--- config.mk ---
export PLATFORM = sky130hd
export DESIGN_NAME = multi_button_debounce
export DESIGN_NICKNAME = d
export VERILOG_FILES = /design/src/rtl/multi_button_debounce.sv
export SDC_FILE = /design/constraint.sdc
export NUM_CORES = 1
export LEC_CHECK = 0
export ABC_CLOCK_PERIOD_IN_PS = 8500
export BUFFER_PORTS_ARGS = -buffer_cell sky130_fd_sc_hd__clkbuf_2
export CELL_PAD_IN_SITES_DETAIL_PLACEMENT = 1
export CELL_PAD_IN_SITES_GLOBAL_PLACEMENT = 2
export CORE_AREA = 2 2 151 153
export CTS_CLUSTER_DIAMETER = 40
export DETAILED_ROUTE_END_ITERATION = 7
export DIE_AREA = 0 0 153 155
export HOLD_SLACK_MARGIN = 0.06
export PLACE_DENSITY_LB_ADDON = 0.1
export SYNTH_ARGS = -nofsm -noshare
export SYNTH_HDL_FRONTEND = slang
export SYNTH_SLANG_ARGS = --single-unit
--- constraint.sdc ---
create_clock -name clock -period 8.5 [get_ports clock]
set_input_delay 0.85 -clock clock [delete_from_list [all_inputs] [get_ports clock]]
set_output_delay 0.85 -clock clock [all_outputs]
set_load 0.01 [all_outputs]
--- src/rtl/multi_button_debounce.sv ---
// N-channel button debouncer: 2-flop synchroniser plus stability counter per channel,
// registered level and one-cycle press/release strobes. Define DEBOUNCE_AUTOREPEAT_EN for auto-repeat.
module multi_button_debounce #(
   parameter int unsigned N_CH          = 5,
   parameter int unsigned STABLE_CYCLES = 5000000,
   parameter int unsigned REPEAT_DELAY  = 50000000,
   parameter int unsigned REPEAT_PERIOD = 10000000
) (
   input  logic            clock,
   input  logic            reset,
   input  logic [N_CH-1:0] btn_in,
   output logic [N_CH-1:0] btn_level,
   output logic [N_CH-1:0] btn_press,
   output logic [N_CH-1:0] btn_release
);

   localparam int unsigned CW = $clog2(STABLE_CYCLES + 1);
   localparam logic [CW-1:0] CNT_TERM = CW'(STABLE_CYCLES - 1);

   if (N_CH < 1 || STABLE_CYCLES < 1 || REPEAT_DELAY < 1 || REPEAT_PERIOD < 1) begin : g_bad_param
      $error("multi_button_debounce: all parameters must be >= 1");
   end

   logic [N_CH-1:0] s1;
   logic [N_CH-1:0] s2;
   logic [N_CH-1:0] accept;
   logic [CW-1:0]   cnt [N_CH];

`ifdef DEBOUNCE_AUTOREPEAT_EN
   localparam int unsigned RMAX = (REPEAT_DELAY > REPEAT_PERIOD) ? REPEAT_DELAY : REPEAT_PERIOD;
   localparam int unsigned RW   = $clog2(RMAX + 1);
   localparam logic [RW-1:0] RD_TERM = RW'(REPEAT_DELAY - 1);
   localparam logic [RW-1:0] RP_TERM = RW'(REPEAT_PERIOD - 1);

   logic [RW-1:0]   rcnt [N_CH];
   logic [N_CH-1:0] rfirst;
`endif

   always_comb begin
      accept = '0;
      for (int unsigned i = 0; i < N_CH; i++) begin
         accept[i] = (s2[i] != btn_level[i]) && (cnt[i] == CNT_TERM);
      end
   end

   always_ff @(posedge clock or posedge reset) begin
      if (reset) begin
         s1          <= '0;
         s2          <= '0;
         btn_level   <= '0;
         btn_press   <= '0;
         btn_release <= '0;
         for (int unsigned i = 0; i < N_CH; i++) begin
            cnt[i] <= '0;
         end
`ifdef DEBOUNCE_AUTOREPEAT_EN
         rfirst <= '1;
         for (int unsigned i = 0; i < N_CH; i++) begin
            rcnt[i] <= '0;
         end
`endif
      end else begin
         s1 <= btn_in;
         s2 <= s1;
         for (int unsigned i = 0; i < N_CH; i++) begin
            btn_press[i]   <= accept[i] & s2[i];
            btn_release[i] <= accept[i] & ~s2[i];
            if (s2[i] == btn_level[i]) begin
               cnt[i] <= '0;
            end else if (accept[i]) begin
               btn_level[i] <= s2[i];
               cnt[i]       <= '0;
            end else begin
               cnt[i] <= cnt[i] + CW'(1);
            end
`ifdef DEBOUNCE_AUTOREPEAT_EN
            // Accepting edge (press or release) restarts the delay phase and outranks a repeat.
            if (!btn_level[i] || accept[i]) begin
               rcnt[i]   <= '0;
               rfirst[i] <= 1'b1;
            end else if (rcnt[i] == (rfirst[i] ? RD_TERM : RP_TERM)) begin
               rcnt[i]      <= '0;
               rfirst[i]    <= 1'b0;
               btn_press[i] <= 1'b1;
            end else begin
               rcnt[i] <= rcnt[i] + RW'(1);
            end
`endif
         end
      end
   end

endmodule

==> impl_metrics.json, run 1 <==
{
  "status": "complete, no violations",
  "netlist_area_um2": 6710,
  "maxCapViolCount": 0,
  "netlist.area_leader.share": 0.522,
  "clk_path_buf_depth": 2,
  "vias_per_cell": 5.23,
  "wire_per_inst_um": 16.5,
  "clock-skew-final_ns": 0.00964,
  "routed_wl_mm": 16.2,
  "synth_nets": 684,
  "fin_hold_ws_ns": 0.359,
  "seq_area_frac_synth": 0.522,
  "cts_hold_buf": 0,
  "overflow": 0,
  "cp.arrival_ns": 2.96,
  "hold_class": "flop to flop",
  "first_global_vias": 5548,
  "syn_inst": 672,
  "mostFrequentLayoutCell": "dfrtp_1",
  "worstMarginPinSlew_ns": 0.971,
  "cts.htree.levels": 4,
  "worst_slack_ns": 5.81,
  "cts_num_sinks": 140,
  "synth_cell_types": 40,
  "core_region_area_um2": 22200,
  "grt_antenna_before_repair": 0,
  "grt_pass1_wl_mm": 28.4,
  "post_cts_buffers": 0,
  "dp_slack_ns": 5.76,
  "finalSetupTns_ns": 0,
  "yosys_register_bits": 140,
  "critical_path_required_ns": 8.77,
  "tritoncts": "built",
  "fmaxAchievable_mhz": 371,
  "insertion_delay_ns": 0.42,
  "drive_above_1_share": 0.100,
  "criticalPathCategory": "flop to flop",
  "leakagePower_nw": 3.13,
  "syn2layout_area_growth_pct": 16.0,
  "cts.clk_slew.worst_paths_ns": 0.06,
  "maxSlewViolCount": 0,
  "portBuffers": 21,
  "post-route-period-util": 0.317,
  "max_slew_margin": 0.353,
  "final_antenna_net_count": 0,
  "fillers": 2504,
  "dp_hpwl_mm": 10.9,
  "place.gp.congestion": 0.751,
  "synth_top_flop_cell": "dfrtp_1",
  "fp.dieArea_um2": 23700,
  "die_w_um": 153,
  "ys_warn_count": 0,
  "io_pins": 22,
  "grt_util_met3": 0.0251,
  "die_y_um": 155,
  "grt_use_total": 0.147,
  "rsz0062_at_grt": "false",
  "grt_max_degree": 77,
  "cts_root_buf": "clkbuf_16",
  "busiest_layer": "met2",
  "synth_top_area_cell": "dfrtp_1",
  "met2_usage": 0.245,
  "first_pass_iters": 4,
  "finalCriticalPeriod_ns": 2.69,
  "endpoint_kind": "flop",
  "finalHoldViolCount": 0,
  "synth_edf_count": 0,
  "avgSynthCellArea_um2": 9.99,
  "final_cell_mix": "140 x dfrtp_1, 67 x nor2_1, 48 x a21oi_1, 43 x nand2_1, 41 x xor2_1",
  "first_iter_violations": 193,
  "initial_utilization": 0.302,
  "fin_nets": 702,
  "max-vdd-ir-drop_v": 0.000120,
  "powerDensity_nw_per_um2": 201,
  "rows": 55,
  "finalSetupViolCount": 0,
  "final-seq-area_um2": 3500,
  "via_count": 5151,
  "worstPathMaxFanout": 23,
  "multi_input_area_um2": 3070,
  "cts_resized": 0,
  "synth-async-reset-ratio": 1.00,
  "drc": 0,
  "p_total_w": 0.00157,
  "critPathLaunchType": "flop",
  "grt_use_met1": 0.193,
  "yosys-top-cells-area": "dfrtp_1 52%, xor2_1 5.3%, nor2_1 3.7%",
  "numCtsBuffers": 17,
  "diodes": 0
}
-- critical path, cell delays in order, from the launching register on --
cell     delay, ns
dfrtp_1       0.45
or4b_1        0.54
or4_4         0.57
o31ai_4       0.87
nor2_1        0.12
-- through the flow --
stage,cells,util,cell area [um2]
finish,985,0.350,7790
global route,985,0.350,7790
CTS,985,0.350,7790
detailed placement,956,0.321,7130
global placement,956,0.321,7130
floorplan,672,-,6710
-- flip-flops by register name, indices dropped and copies added, names as in the netlist --
name	count
btn_level	5
btn_press	5
btn_release	5
cnt	115
s1	5
s2	5
-- Yosys cell counts (all sizes together) (16+ instances only) --
master / instances
nand3: 36
nand4: 31
or4: 30
xor2: 41
or3: 31
o31ai: 26
dfrtp: 140
and3: 20
nand2: 43
xnor2: 19
a21oi: 48
nor2: 67
clkbuf: 24
o21ai: 25
inv: 16
-- area by class of cell --
class / instances / share of cell area
clock buffer: 18 / 0.0564
clock inverter: 11 / 0.0281
inverter: 16 / 0.00835
multi-input combinational: 490 / 0.394
sequential: 140 / 0.450
tap: 285 / 0.0458
timing repair buffer: 25 / 0.0173
-- layer usage --
metal | vias to the layer above | wire length [um]
li1 | 2477 | -
met2 | 37 | 7850
met5 | - | 0
met3 | 19 | 250
met4 | 0 | 257
met1 | 2618 | 7850
-- where the power goes --
group	switching (W)	internal (W)	total [W]
sequential	0.00000791	0.000675	0.000683
clock	0.000292	0.000554	0.000846
combinational	0.0000302	0.0000102	0.0000405
-- worst paths after layout --
check,startpoint,end,slack (ns),depth (start not counted)
worst min register to register,s1[3],s2[3],0.36,0
max in group asynchronous,reset,cnt[110],6.60,3
worst max-delay path,cnt[104],cnt[96],5.81,4
worst min-delay path,s1[3],s2[3],0.36,0
min in group asynchronous,reset,btn_level[3],0.56,2
worst max register to register,cnt[104],cnt[96],5.81,4
-- kinds of logic (layout without fill, tap and decap cells) --
| logic type | Yosys count | in the layout | synth area share |
|---|---|---|---|
| AND/OR/NAND/NOR | 316 | 316 | 0.264 |
| XOR/XNOR | 60 | 60 | 0.0783 |
| multiplexers | 6 | 6 | 0.00988 |
| adder cells (fa/ha/maj) | 5 | 5 | 0.00932 |
| flip-flops | 140 | 140 | 0.522 |
| buffers and inverters | 42 | 70 | 0.0257 |
| AO/OA/AOI/OAI | 103 | 103 | 0.0906 |
Power figures use the tool's default switching activity.
==> run 2, diff against run 1 <==
- ABC_CLOCK_PERIOD_IN_PS: 8500 -> 2200
- clock period: 8.5 -> 2.2 ns (I/O delays scaled with it)
==> run 2 against run 1 <==
The flow now finishes with violations (setup timing). Design area is 3.7% higher. Count of clock-buffer cells in the layout up 2. Via count rose by 3.0%.
==> impl_metrics.json, run 2 (synthesis results as in run 1) <==
{
  "violations": "setup timing",
  "final_cell_mix": "140 x dfrtp_1, 67 x nor2_1, 43 x nand2_1, 43 x a21oi_1, 41 x xor2_1",
  "p_switching_w": 0.00126,
  "worst_slack_ns": -0.00462,
  "cts.clk_slew.worst_paths_ns": 0.06,
  "grt_pass1_wl_mm": 29.3,
  "powerDensity_nw_per_um2": 713,
  "placed_area_um2": 7380,
  "syn2layout_area_growth_pct": 20.4,
  "insertion_delay_ns": 0.42,
  "dp_slack_ns": -0.0311,
  "overflow": 0,
  "post-route-period-util": 1.00,
  "first_iter_violations": 165,
  "cts.htree.levels": 4,
  "worstMarginPinSlew_ns": 0.603,
  "routed_wl_mm": 16.5,
  "seq_power_share": 0.458,
  "hold_class": "flop to flop",
  "tritoncts": "built",
  "post_cts_buffers": 0,
  "sw_frac_of_total": 0.219,
  "cts_root_buf": "clkbuf_16",
  "p_total_w": 0.00576,
  "fin_hold_ws_ns": 0.347,
  "rows": 55,
  "die_w_um": 153,
  "die_y_um": 155,
  "fin_area_um2": 8080,
  "r2r-start": "cnt[104]",
  "clk_path_buf_depth": 2,
  "dp_cells": 987,
  "drc": 0,
  "grt_use_total": 0.150,
  "timing.critical_path.from": "cnt[104]",
  "first_global_vias": 5853,
  "fin_cells": 1024,
  "finalSetupViolCount": 2,
  "endpoint_kind": "flop",
  "numCtsBuffers": 17,
  "mostFrequentLayoutCell": "dfrtp_1",
  "cp.arrival_ns": 2.49,
  "worstPathMaxFanout": 7,
  "crit_end": "cnt[107]",
  "finalHoldViolCount": 0,
  "pwr-share-comb": 0.032,
  "clock-skew-final_ns": 0.00960,
  "regMostFlops": "cnt",
  "fp.dieArea_um2": 23700,
  "max-vdd-ir-drop_v": 0.000444,
  "core_region_area_um2": 22200,
  "reg2regPathDepth": 5,
  "cts_num_sinks": 140,
  "wire_per_inst_um": 16.1,
  "rsz0062_at_grt": "true",
  "final_antenna_net_count": 0,
  "rr_endpoint": "cnt[107]",
  "p_int_w": 0.00450,
  "place.gp.congestion": 0.758,
  "grt_antenna_before_repair": 0,
  "r2r_setup_slack_ns": -0.005,
  "maxSlewViolCount": 0,
  "io_pins": 22,
  "maxCapViolCount": 0,
  "critPathLaunchType": "flop",
  "via_count": 5304,
  "p_clk_frac": 0.510,
  "grt_max_degree": 102,
  "first_pass_iters": 4,
  "initial_utilization": 0.302,
  "fin_nets": 739,
  "dp_hpwl_mm": 11.4,
  "finalCriticalPeriod_ns": 2.20,
  "largest_reg_flops": 115,
  "criticalPathCategory": "flop to flop",
  "fmaxAchievable_mhz": 454,
  "critical_path_required_ns": 2.49,
  "status": "finished with violations",
  "max_slew_margin": 0.598,
  "portBuffers": 21,
  "diodes": 0,
  "drive_above_1_share": 0.152,
  "leakagePower_nw": 3.29,
  "vias_per_cell": 5.18
}
run 2: changes by cell type in the layout (fill, tap and decap cells not counted), moves of 3 or more:
cell           change
a21oi_2            +5
buf_4             +28
bufinv_16          -3
or4_4              +3
clkinvlp_4         +4
a21oi_1            -5
dlygate4sd3_1      +6
or4_1              -3
run 2: worst max-delay path, stage by stage, from the launching register on:
cell,delay [ns]
dfrtp_1,0.38
or4b_4,0.53
or4_4,0.58
o31ai_4,0.35
buf_6,0.19
a21oi_1,0.05
run 2: metal layers:
| layer | GRT usage | share of wire |
|---|---|---|
| met1 | 0.180 | 0.46 |
| met2 | 0.270 | 0.51 |
| met3 | 0.0331 | 0.020 |
| met4 | 0.0445 | 0.013 |
| met5 | 0 | 0 |
run 2: what timing repair did:
action	in CTS	in global routing
endpoints found under the setup margin	13	14
hold endpoints to repair	145	0
hold buffers	6	0
pin swaps	2	2
gates resized for setup	2	9
run 2: worst min path at each step:
stage | to | cells past startpoint | slack (ns) | start
floorplan | s1[0] | 0 | 0.25 | btn_in[0]
finish | s2[1] | 0 | 0.35 | s1[1]
global placement | s1[1] | 1 | 0.33 | btn_in[1]
CTS | s2[1] | 0 | 0.35 | s1[1]
global route | s2[4] | 0 | 0.36 | s1[4]
detailed placement | s2[1] | 0 | 0.34 | s1[1]
run 2: metrics by stage:
step                      TNS [ns]  utilization
final                     -0.00518        0.364
after detailed placement    -0.156        0.332
after floorplan                  0            -
after global routing         -1.30        0.364
after global placement    -0.00837        0.332
after CTS                 -0.00962        0.362
run 2: layout make-up:
cell class              instances  area, um2
well taps                     285        357
inverters                      16       63.8
multi-input cells             490       3100
clock buffers                  20        457
flip-flops and latches        140       3500
fillers                      2520      14100
clock inverters                11        144
repair buffers                 62        457
run 2: power by group through the flow:
| stage | Sequential, W | Combinational, W | Clock, W |
|---|---|---|---|
| after CTS | 0.00264 | 0.000194 | 0.00304 |
| after detailed placement | 0.00268 | 0.000184 | 0 |
| after global routing | 0.00264 | 0.000216 | 0.00316 |
| after global placement | 0.00268 | 0.000179 | 0 |
| after floorplan | 0.00267 | 0.000113 | 0 |
| final | 0.00264 | 0.000184 | 0.00294 |
